**src/rtl/hazard_pkg.sv**
```systemverilog
// Shared definitions for the pipeline hazard controller: opcodes, FSM encoding,
// and the table of which source fields each opcode reads.
package hazard_pkg;

  localparam logic [15:0] NOP_INSTR = 16'h0800;

  localparam logic [4:0] OP_HALT = 5'd0;
  localparam logic [4:0] OP_NOP  = NOP_INSTR[15:11];
  localparam logic [4:0] OP_ADD  = 5'd2;
  localparam logic [4:0] OP_SUB  = 5'd3;
  localparam logic [4:0] OP_AND  = 5'd4;
  localparam logic [4:0] OP_OR   = 5'd5;
  localparam logic [4:0] OP_ADDI = 5'd6;
  localparam logic [4:0] OP_LD   = 5'd7;
  localparam logic [4:0] OP_ST   = 5'd8;
  localparam logic [4:0] OP_BEQ  = 5'd9;
  localparam logic [4:0] OP_JR   = 5'd10;
  localparam logic [4:0] OP_J    = 5'd11;
  localparam logic [4:0] OP_LUI  = 5'd12;

  typedef enum logic [1:0] {
    RUN   = 2'd0,
    STALL = 2'd1,
    FLUSH = 2'd2
  } hz_state_e;

  typedef struct packed {
    logic rs;
    logic rt;
  } src_use_t;

  // Which of rs ([10:8]) / rt ([7:5]) an opcode actually reads.
  function automatic src_use_t src_use(input logic [4:0] opcode);
    src_use_t u;
    u = '{rs: 1'b0, rt: 1'b0};
    case (opcode)
      OP_ADD, OP_SUB, OP_AND, OP_OR, OP_ST, OP_BEQ: u = '{rs: 1'b1, rt: 1'b1};
      OP_ADDI, OP_LD, OP_JR:                        u.rs = 1'b1;
      OP_HALT, OP_NOP, OP_J, OP_LUI:                u = '{rs: 1'b0, rt: 1'b0};
      default:                                      u = '{rs: 1'b0, rt: 1'b0};
    endcase
    return u;
  endfunction

endpackage

```
**src/rtl/hazard_src_decode.sv**
```systemverilog
// Source-operand decode of the instruction held in IF/ID: register fields and
// whether each field is really read.
module hazard_src_decode
  import hazard_pkg::*;
(
  input  logic [15:0] instr,
  output logic [2:0]  rs,
  output logic [2:0]  rt,
  output logic        reads_rs,
  output logic        reads_rt
);

  src_use_t use_q;
  logic     unused_low_bits;

  assign use_q    = src_use(instr[15:11]);
  assign rs       = instr[10:8];
  assign rt       = instr[7:5];
  assign reads_rs = use_q.rs;
  assign reads_rt = use_q.rt;

  // Destination/function bits never take part in hazard detection.
  assign unused_low_bits = ^instr[4:0];

endmodule

```
**src/rtl/hazard_ctrl.sv**
```systemverilog
// Pipeline hazard controller: RAW stall detection against in-flight writers
// (no forwarding) and wrong-path flush sequencing after a taken branch/jump.
module hazard_ctrl
  import hazard_pkg::*;
#(
  parameter int FLUSH_CYCLES = 2,
  parameter bit CHECK_MEMWB  = 1'b0,
  parameter int CNT_W        = 16
) (
  input  logic             clk,
  input  logic             rst,
  input  logic [15:0]      IFID_instr,
  input  logic             IDEX_wr_en,
  input  logic [2:0]       IDEX_wr_reg,
  input  logic             EXMEM_wr_en,
  input  logic [2:0]       EXMEM_wr_reg,
  input  logic             MEMWB_wr_en,
  input  logic [2:0]       MEMWB_wr_reg,
  input  logic             EX_br_taken,
  input  logic             mem_stall,
  output logic             NOP_mech,
  output logic             NOP_Branch,
  output logic             PC_we,
  output logic             IDEX_bubble,
  output logic [CNT_W-1:0] stall_count,
  output logic [CNT_W-1:0] flush_count
);

  localparam logic [1:0]       FLUSH_CTR_INIT = 2'(FLUSH_CYCLES - 1);
  localparam logic [CNT_W-1:0] CNT_ONE        = CNT_W'(1);

  logic [2:0] rs, rt;
  logic       reads_rs, reads_rt;
  logic       rs_hit, rt_hit, raw;

  hz_state_e  state;
  logic [1:0] flush_ctr;
  logic       in_flush;

  hazard_src_decode u_src_decode (
    .instr    (IFID_instr),
    .rs       (rs),
    .rt       (rt),
    .reads_rs (reads_rs),
    .reads_rt (reads_rt)
  );

  // Register 0 is an ordinary register here, so no zero-register exemption.
  assign rs_hit = (IDEX_wr_en && IDEX_wr_reg == rs) ||
                  (EXMEM_wr_en && EXMEM_wr_reg == rs) ||
                  (CHECK_MEMWB && MEMWB_wr_en && MEMWB_wr_reg == rs);
  assign rt_hit = (IDEX_wr_en && IDEX_wr_reg == rt) ||
                  (EXMEM_wr_en && EXMEM_wr_reg == rt) ||
                  (CHECK_MEMWB && MEMWB_wr_en && MEMWB_wr_reg == rt);
  assign raw      = (reads_rs && rs_hit) || (reads_rt && rt_hit);
  assign in_flush = (state == FLUSH);

  // Outputs follow the current cycle's inputs so a stall releases the same
  // cycle the hazard clears.
  always_comb begin
    // NOTE: every output gets a default before the priority chain, so no path leaves one unassigned and no latch is inferred.
    NOP_mech    = 1'b0;
    NOP_Branch  = 1'b0;
    PC_we       = 1'b1;
    IDEX_bubble = 1'b0;
    if (!rst) begin
      if (mem_stall) begin
        NOP_mech = 1'b1;
        PC_we    = 1'b0;
      end else if (EX_br_taken) begin
        NOP_Branch  = 1'b1;
        IDEX_bubble = 1'b1;
      end else if (in_flush) begin
        NOP_Branch = 1'b1;
      end else if (raw) begin
        NOP_mech    = 1'b1;
        PC_we       = 1'b0;
        IDEX_bubble = 1'b1;
      end
    end
  end

  always_ff @(posedge clk) begin
    // NOTE: state uses non-blocking assignments so every branch reads pre-edge values regardless of statement order.
    if (rst) begin
      state       <= RUN;
      flush_ctr   <= 2'd0;
      stall_count <= '0;
      flush_count <= '0;
    end else if (!mem_stall) begin
      if (EX_br_taken) begin
        flush_ctr   <= FLUSH_CTR_INIT;
        state       <= (FLUSH_CYCLES > 1) ? FLUSH : RUN;
        flush_count <= (&flush_count) ? flush_count : flush_count + CNT_ONE;
      end else if (in_flush) begin
        flush_ctr <= flush_ctr - 2'd1;
        if (flush_ctr == 2'd1) state <= RUN;
      end else if (raw) begin
        state       <= STALL;
        stall_count <= (&stall_count) ? stall_count : stall_count + CNT_ONE;
      end else begin
        state <= RUN;
      end
    end
  end

endmodule
```
**config.mk**
```make
export PLATFORM = sky130hd
export DESIGN_NAME = hazard_ctrl
export DESIGN_NICKNAME = d
export VERILOG_FILES = /design/src/rtl/hazard_pkg.sv /design/src/rtl/hazard_src_decode.sv /design/src/rtl/hazard_ctrl.sv
export SDC_FILE = /design/constraint.sdc
export NUM_CORES = 1
export LEC_CHECK = 0
export CORE_AREA = 2 2 67 69
export DETAILED_ROUTE_END_ITERATION = 8
export DIE_AREA = 0 0 69 71
export DONT_BUFFER_PORTS = 1
export GPL_TIMING_DRIVEN = 1
export PLACE_DENSITY = 0.66
export SYNTH_ARGS = -nofsm -noshare
export SYNTH_HDL_FRONTEND = slang
export SYNTH_HIERARCHICAL = 1
export SYNTH_SLANG_ARGS = --single-unit
```
**constraint.sdc**
```tcl
create_clock -name clk -period 3.7 [get_ports clk]
set_input_delay 0.555 -clock clk [delete_from_list [all_inputs] [get_ports clk]]
set_output_delay 0.555 -clock clk [all_outputs]
set_load 0.01 [all_outputs]
```
* Yosys cells after proc, flatten, opt, wreduce, memory -nomap -nowiden
Cells that the tools add are included.
** Word-level totals
- Input port bits :: 32
- Flip-flop bits (word level) :: 36
- Output and inout bits :: 36
- Word-level logic and storage cells :: 71
** Operators by class
- Bitwise logic cells :: 5
- Equality and inequality tests :: 16
- Muxes and demuxes :: 25
- $add $sub $neg :: 3
- Reductions and logical operators :: 18
** Operators by type and width (count)
- $add 16x1->16 const B :: 2
- $reduce_and 16->1 :: 2
- $eq 5x3->1 const B :: 4
- $mux 1 :: 20
- $eq 5x4->1 const B :: 3
- $eq 3x3->1 :: 4
- $eq 5x2->1 const B :: 2
- $mux 2 :: 5
- $reduce_or 9->1 :: 1
- $logic_and 1x1->1 :: 6
- $reduce_or 6->1 :: 1
- $not 1->1 :: 5
- $reduce_and 5->1 :: 1
- $reduce_and 2->1 :: 2
- $logic_or 1x1->1 :: 3
- $ne 3x2->1 const B :: 1
- $reduce_and 3->1 :: 1
- $eq 2x1->1 const B :: 1
- $eq 2x2->1 const B :: 1
- $reduce_bool 2->1 :: 1
- $sub 2x1->2 const B :: 1

* Depth between registers and ports, before layout
Gate-level depths: netlist of run 1.
- Depth after elaboration :: 10
- Gate-level depth with buffers :: 9
- Mapped depth without buffers :: 7

* Modules after synthesis
Netlist of run 1, hierarchy kept.
** By module, submodules not included
- hazard_ctrl :: cells each 225, instances 1, area an instance 1900.6 um2, seq. area each 720.7 um2
- hazard_src_decode :: cells each 13, instances 1, area an instance 92.6 um2, seq. area each 0.0 um2

* Least setup slack after synthesis of run 1
OpenSTA, ideal clock, no wires.
- Path type :: input port to output port
- Start point :: input port IFID_instr[13]
- End point :: output port NOP_mech
- Stages :: 6
- Path slack :: 1.285 ns
- Arrival time :: 1.860 ns
- Data required time :: 3.145 ns
- Path buffers :: 0
- Cells stage by stage :: xor2_1 o211a_1 a21boi_2 or2_2 o21ai_0 inv_1
** On the way
- Longest elaborated chain between the ends :: 10
- Elaborated cells on any way between the ends :: 21
- Those cells by class :: eq/ne: 9; mux: 7; reduce/logical: 5
** RTL lines
- start, declared :: RTL line hazard_ctrl.sv:12 : input logic [15:0] IFID_instr,
- $eq 5x2->1 (tied with other cells) :: RTL line hazard_pkg.sv:36 : case (opcode)
- $reduce_or 6->1 *
- $mux 1 * :: RTL line hazard_pkg.sv:36
- named net reads_rt :: RTL line hazard_ctrl.sv:33 : logic reads_rs, reads_rt;
- $logic_and 1x1->1 * :: RTL line hazard_ctrl.sv:55 : assign raw = (reads_rs && rs_hit) || (reads_rt && rt_hit);
- $logic_or 1x1->1 * :: RTL line hazard_ctrl.sv:55
- $mux 1 * :: RTL line hazard_ctrl.sv:75 : end else if (raw) begin
- $mux 1 * :: RTL line hazard_ctrl.sv:73 : end else if (in_flush) begin
- $mux 1 * :: RTL line hazard_ctrl.sv:70 : end else if (EX_br_taken) begin
- $mux 1 * :: RTL line hazard_ctrl.sv:67 : if (mem_stall) begin
- $mux 1 * :: RTL line hazard_ctrl.sv:66 : if (!rst) begin
- end, declared :: RTL line hazard_ctrl.sv:21 : output logic NOP_mech,
Mark *: on every way through the listed nets, which the timed path passes. The rest lies on a longest branch.

* Worst setup path in the final report of run 1
Ends and elaborated chain as after synthesis.

==> flow_metrics.tcl, run 1 <==
set metrics [dict create \
    clk_latency_ns 0.28 \
    synth_enable_flop_cells 0 \
    timing.rr.start "stall_count[0]$_SDFFE_PP0P_" \
    die-area_um2 4900 \
    dr.first_iter.drc_count 91 \
    cp.required_ns 3.14 \
    wl_per_cell_um 13.6 \
    crit_path_start_kind "primary input" \
    syn_area_um2 1990 \
    postCtsHoldBufs 0 \
    tns_ns 0 \
    r2r_end "stall_count[12]$_SDFFE_PP0P_" \
    drive_above_1_share_pct 6.44 \
    internal-power_uw 543 \
    drv_slew 0 \
    rows 24 \
    numCtsBuffers 5 \
    synth-main-ff-cell "dfxtp_1" \
    post_cts_buffers 0 \
    cp-endpoint "NOP_mech" \
    grt_max_degree 41 \
    setup_viol_count_final 0 \
    cts_num_sinks 36 \
    worst_pin_slew_ns 0.827 \
    fmax_mhz 397 \
    overflow 0 \
    clock_skew_ns 0.00115 \
    syn_nets 273 \
    clock-root-buffer "clkbuf_8" \
    grt_use_met2_pct 24.9 \
    power.leakage_nw 0.708 \
    pin_count 68 \
    htreeDepth 2 \
    cp-startpoint "IFID_instr[13]" \
    io_buffers 0 \
    slew_headroom_pct 44.8 \
    vias_per_cell 5.66 \
    rrSetupSlack_ns 1.56 \
    vdd_ir_drop_max_mv 0.180 \
    cts_resized 0 \
    clkPwrFrac_pct 37.5 \
    grt_pass1_vias 1437 \
    use_met1_pct 21.8 \
    hold_violations 0 \
    use_met3_pct 5.84 \
    fin_area_um2 2050 \
    postLayoutSetupSlackWorst_ns 1.18 \
    crit_type "in -> out" \
    place_ws_ns 1.17 \
    drc_errors 0 \
    cp-end-kind "primary output" \
    antenna_found_initial 0 \
    rsz0062_at_grt "no" \
    top_usage_layer "met2" \
    pwr-share-seq_pct 56.3 \
    cts_buffer_depth 2 \
    powerDensity_nw_per_um2 343 \
    fp.dieH_um 71 \
    ys_seq_elements 36 \
    switching_share_pct 23.0 \
    arrival_ns 1.96 \
    dp_hpwl_mm 2.78 \
    grt.total_usage_pct 16.5 \
    hp-class "in -> reg" \
    synth-async-reset-ratio_pct 0 \
    diodes 0 \
    grt_pass1_wl_mm 6.56 \
    ys_types 39 \
    drv_cap 0 \
    ys_warn_count 6 \
    chipWidth_um 69 \
    nets 268 \
    post-route-period-util_pct 68.1 \
    start_util_pct 47.4 \
    wl_mm 3.88 \
    gp_congestion 0.724 \
    crit_path_max_fanout 4 \
    fin_crit_ns 2.52 \
    syn_avg_cell_area_um2 8.37 \
    dr.pass1.iters 4 \
    core_area_um2 4200 \
    place_area_um2 1980 \
    p_sw_uw 162 \
    outcome "finished clean" \
    ys_seq_area_share_pct 36.2 \
    p_comb_share_pct 6.1 \
    drtAntennaViolNets 0 \
    ff2ff_path_depth 7 \
    cts_tree "built" \
    synthCells 238 \
    path_clk_slew_ns 0.07 \
    syn2layout_area_growth_pct 3.01 \
    vias 1614 \
]
[worst min path at each step]
stage	from	end	cells past startpoint	slack [ns]
after detailed placement	state[0]$_SDFFE_PP0P_	state[0]$_SDFFE_PP0P_	2	0.51
after global routing	rst	stall_count[5]$_SDFFE_PP0P_	1	0.31
final	rst	stall_count[14]$_SDFFE_PP0P_	1	0.33
after CTS	rst	stall_count[4]$_SDFFE_PP0P_	1	0.32
after global placement	state[0]$_SDFFE_PP0P_	state[0]$_SDFFE_PP0P_	2	0.51
after floorplan	state[0]$_SDFFE_PP0P_	state[0]$_SDFFE_PP0P_	2	0.48
[synth_stat cells (5+ instances only)]
master / count / area, um^2
or4_1: 5 / 37.5
dfxtp_1: 36 / 721
and3_1: 5 / 31.3
nand2_1: 10 / 37.5
o21ai_0: 15 / 75.1
nand4_1: 11 / 68.8
nor2_1: 28 / 105
xnor2_1: 15 / 131
a21oi_1: 17 / 85.1
and4_1: 5 / 43.8
nand3_1: 10 / 50.1
buf_4: 6 / 45.0
inv_1: 6 / 22.5
or3_1: 10 / 62.6
xor2_1: 13 / 114
[metal layers]
metal	up-vias	wire length (um)
li1	834	-
met1	733	1880
met2	41	1690
met3	6	240
met4	0	58
met5	-	0
[through the flow]
step                hold WS, ns  utilization (%)  cells  power, mW
floorplan                 0.476                -    238      0.455
global placement          0.510             47.0    278      0.449
detailed placement        0.508             47.0    278      0.449
CTS                       0.321             48.8    285      0.714
global route              0.312             48.8    285      0.734
finish                    0.331             48.8    285      0.705
[power by group through the flow]
| stage | logic, mW | registers (mW) | clock network [mW] |
|---|---|---|---|
| 4_1_cts | 0.0436 | 0.397 | 0.273 |
| 6_report | 0.0433 | 0.397 | 0.265 |
| 3_3_place_gp | 0.0429 | 0.406 | 0 |
| 5_1_grt | 0.0494 | 0.397 | 0.288 |
| 3_5_place_dp | 0.0433 | 0.406 | 0 |
| 2_1_floorplan | 0.0501 | 0.405 | 0 |
[critical path: stages]
cell	delay, ns
xor2_1	0.14
o211a_1	0.19
a21boi_2	0.17
or2_2	0.29
o21ai_0	0.45
inv_1	0.17
[placed cells by master, fill, tap and decap left out, types with 6 or more instances in the layout]
cell,n
nand4_1,11
nor2_1,28
xnor2_1,15
or3_1,10
xor2_1,13
dfxtp_1,36
nand2_1,10
o21ai_0,15
nand3_1,10
a21oi_1,17
inv_1,6
[sequential cells by signal, indices dropped and copies added (netlist names)]
register,cells
state,2
flush_count,16
flush_ctr,2
stall_count,16
[cell type report]
cell class | instances | area, um^2
fill | 426 | 2150
multi-input combinational | 184 | 1170
sequential | 36 | 721
clock buffer | 6 | 72.6
tap | 52 | 65.1
inverter | 6 | 22.5
clock inverter | 1 | 5.00
[cells by family after synthesis]
group	share of synthesized area [%]
AND/OR/NAND/NOR	28.4
XOR/XNOR	12.3
multiplexers	1.00
adder cells (fa/ha/maj)	1.88
flip-flops	36.2
buffers and inverters	5.27
AO/OA/AOI/OAI	15.0
Power figures use the tool's default switching activity.
==> run 2, diff against run 1 <==
==> constraint.sdc (replaced) <==
create_clock -name clk -period 2.4 [get_ports clk]
set_input_delay 0.36 -clock clk [delete_from_list [all_inputs] [get_ports clk]]
set_output_delay 0.36 -clock clk [all_outputs]
set_load 0.01 [all_outputs]
==> run 2 against run 1 <==
  * Setup slack got worse by 0.89 ns
  * Largest power group unchanged
  * Utilization increased by 0.36 points
  * Routed wire length increased by 0.70%
  * Via count increased by 0.56%
  * Critical path type is now reg -> reg
  * Largest cell class unchanged
  * Die area unchanged
  * Global-route usage increased by 0.11 points
==> flow_metrics.tcl, run 2 (same netlist as run 1, synthesis figures left out) <==
set metrics [dict create \
    outcome "finished clean" \
    final_cell_mix "dfxtp_1 (36), nor2_1 (28), a21oi_1 (17)" \
    dr.pass1.iters 4 \
    drive_above_1_share_pct 7.23 \
    grt_pass1_vias 1528 \
    worst_pin_slew_ns 0.829 \
    tns_ns 0 \
    arrival_ns 2.34 \
    chipWidth_um 69 \
    gp_congestion 0.740 \
    finalNonFillerCells 287 \
    switching_share_pct 22.8 \
    postLayoutSetupSlackWorst_ns 0.290 \
    path_delay_family "simple AND/OR/NAND/NOR gates" \
    hp-start "rst" \
    drc_errors 0 \
    setup_viol_count_final 0 \
    pwr-share-seq_pct 56.2 \
    hold_depth 1 \
    rsz0062_at_grt "no" \
    grt_max_degree 41 \
    crit_path_max_fanout 26 \
    syn2layout_area_growth_pct 3.77 \
    path_clk_slew_ns 0.07 \
    core_area_um2 4200 \
    antenna_found_initial 0 \
    wl_mm 3.90 \
    pin_count 68 \
    p_comb_share_pct 6.4 \
    wl_per_cell_um 13.6 \
    nets 270 \
    clkPwrFrac_pct 37.4 \
    numCtsBuffers 5 \
    drv_slew 0 \
    hp-class "in -> reg" \
    cts_num_sinks 36 \
    clock-root-buffer "clkbuf_8" \
    dp.cells 280 \
    grt_pass1_wl_mm 6.74 \
    path_depth 7 \
    p_sw_uw 248 \
    post_cts_buffers 0 \
    htreeDepth 2 \
    cts_resized 0 \
    clk_latency_ns 0.29 \
    vias_per_cell 5.66 \
    cp_cell_sequence "ha_1 > and3_2 > nand3_4 > o21a_1 > o21ai_2 > or4_1 > nand2_1" \
    fin_crit_ns 2.11 \
    ff2ff_path_depth 7 \
    layout_commonest_cell "dfxtp_1" \
    io_buffers 0 \
    dr.first_iter.drc_count 110 \
    reg.largest.list "flush_count (16), stall_count (16)" \
    cts_tree "built" \
    cts_buffer_depth 2 \
    place_ws_ns 0.311 \
    slowest_stage "or4_1" \
    internal-power_uw 839 \
    post-route-period-util_pct 87.9 \
    cp-startpoint "stall_count[1]$_SDFFE_PP0P_" \
    overflow 0 \
    path_buf_inv 0 \
    fmax_mhz 474 \
    drtAntennaViolNets 0 \
    rows 24 \
    cp-end-kind "flip-flop" \
    cp.required_ns 2.63 \
    powerDensity_nw_per_um2 526 \
    postCtsHoldBufs 0 \
    cpPeakStageDelay_ns 0.55 \
    vias 1623 \
    crit_path_start_kind "flip-flop" \
    slew_headroom_pct 44.7 \
    crit_type "reg -> reg" \
    die-area_um2 4900 \
    hold_violations 0 \
    diodes 0 \
    power.leakage_nw 0.717 \
    dp_hpwl_mm 2.76 \
    timing.rr.start "stall_count[1]$_SDFFE_PP0P_" \
    start_util_pct 47.4 \
    fp.dieH_um 71 \
    drv_cap 0 \
    clock_skew_ns 0.0122 \
    vdd_ir_drop_max_mv 0.306 \
    grt.total_usage_pct 16.6 \
]
## run 2: per-stage QoR
stage / instance area, um^2 / util (%) / total power, mW / hold WS (ns)
after floorplan: 1990 / - / 0.701 / 0.476
after global placement: 1990 / 47.4 / 0.694 / 0.432
after detailed placement: 1990 / 47.4 / 0.695 / 0.434
after CTS: 2070 / 49.2 / 1.11 / 0.125
after global routing: 2070 / 49.2 / 1.14 / 0.122
final: 2070 / 49.2 / 1.09 / 0.153
## run 2: final cells by class
type,instances,area (um^2)
clock inverters,1,5.00
clock buffers,6,72.6
flip-flops and latches,36,721
multi-input cells,184,1170
inverters,6,22.5
fillers,426,2140
repair buffers,2,15.0
well taps,52,65.1
## run 2: routing by layer
layer	part of all wire (%)	global-route usage, %
met3	6.3	6.70
met1	48	21.7
met4	1.0	5.88
met5	0	0
met2	45	24.8
## run 2: worst paths after layout
path	endpoint	slack, ns
worst max-delay path	stall_count[11]$_SDFFE_PP0P_	0.29
worst min-delay path	stall_count[10]$_SDFFE_PP0P_	0.15
worst max register to register	stall_count[11]$_SDFFE_PP0P_	0.29
worst min register to register	state[0]$_SDFFE_PP0P_	0.52
## run 2: power by group through the flow
stage | sequential (mW) | combinational, mW | clock (mW)
finish | 0.611 | 0.0692 | 0.407
global route | 0.612 | 0.0800 | 0.447
CTS | 0.611 | 0.0702 | 0.424
detailed placement | 0.625 | 0.0697 | 0
global placement | 0.625 | 0.0689 | 0
floorplan | 0.624 | 0.0773 | 0
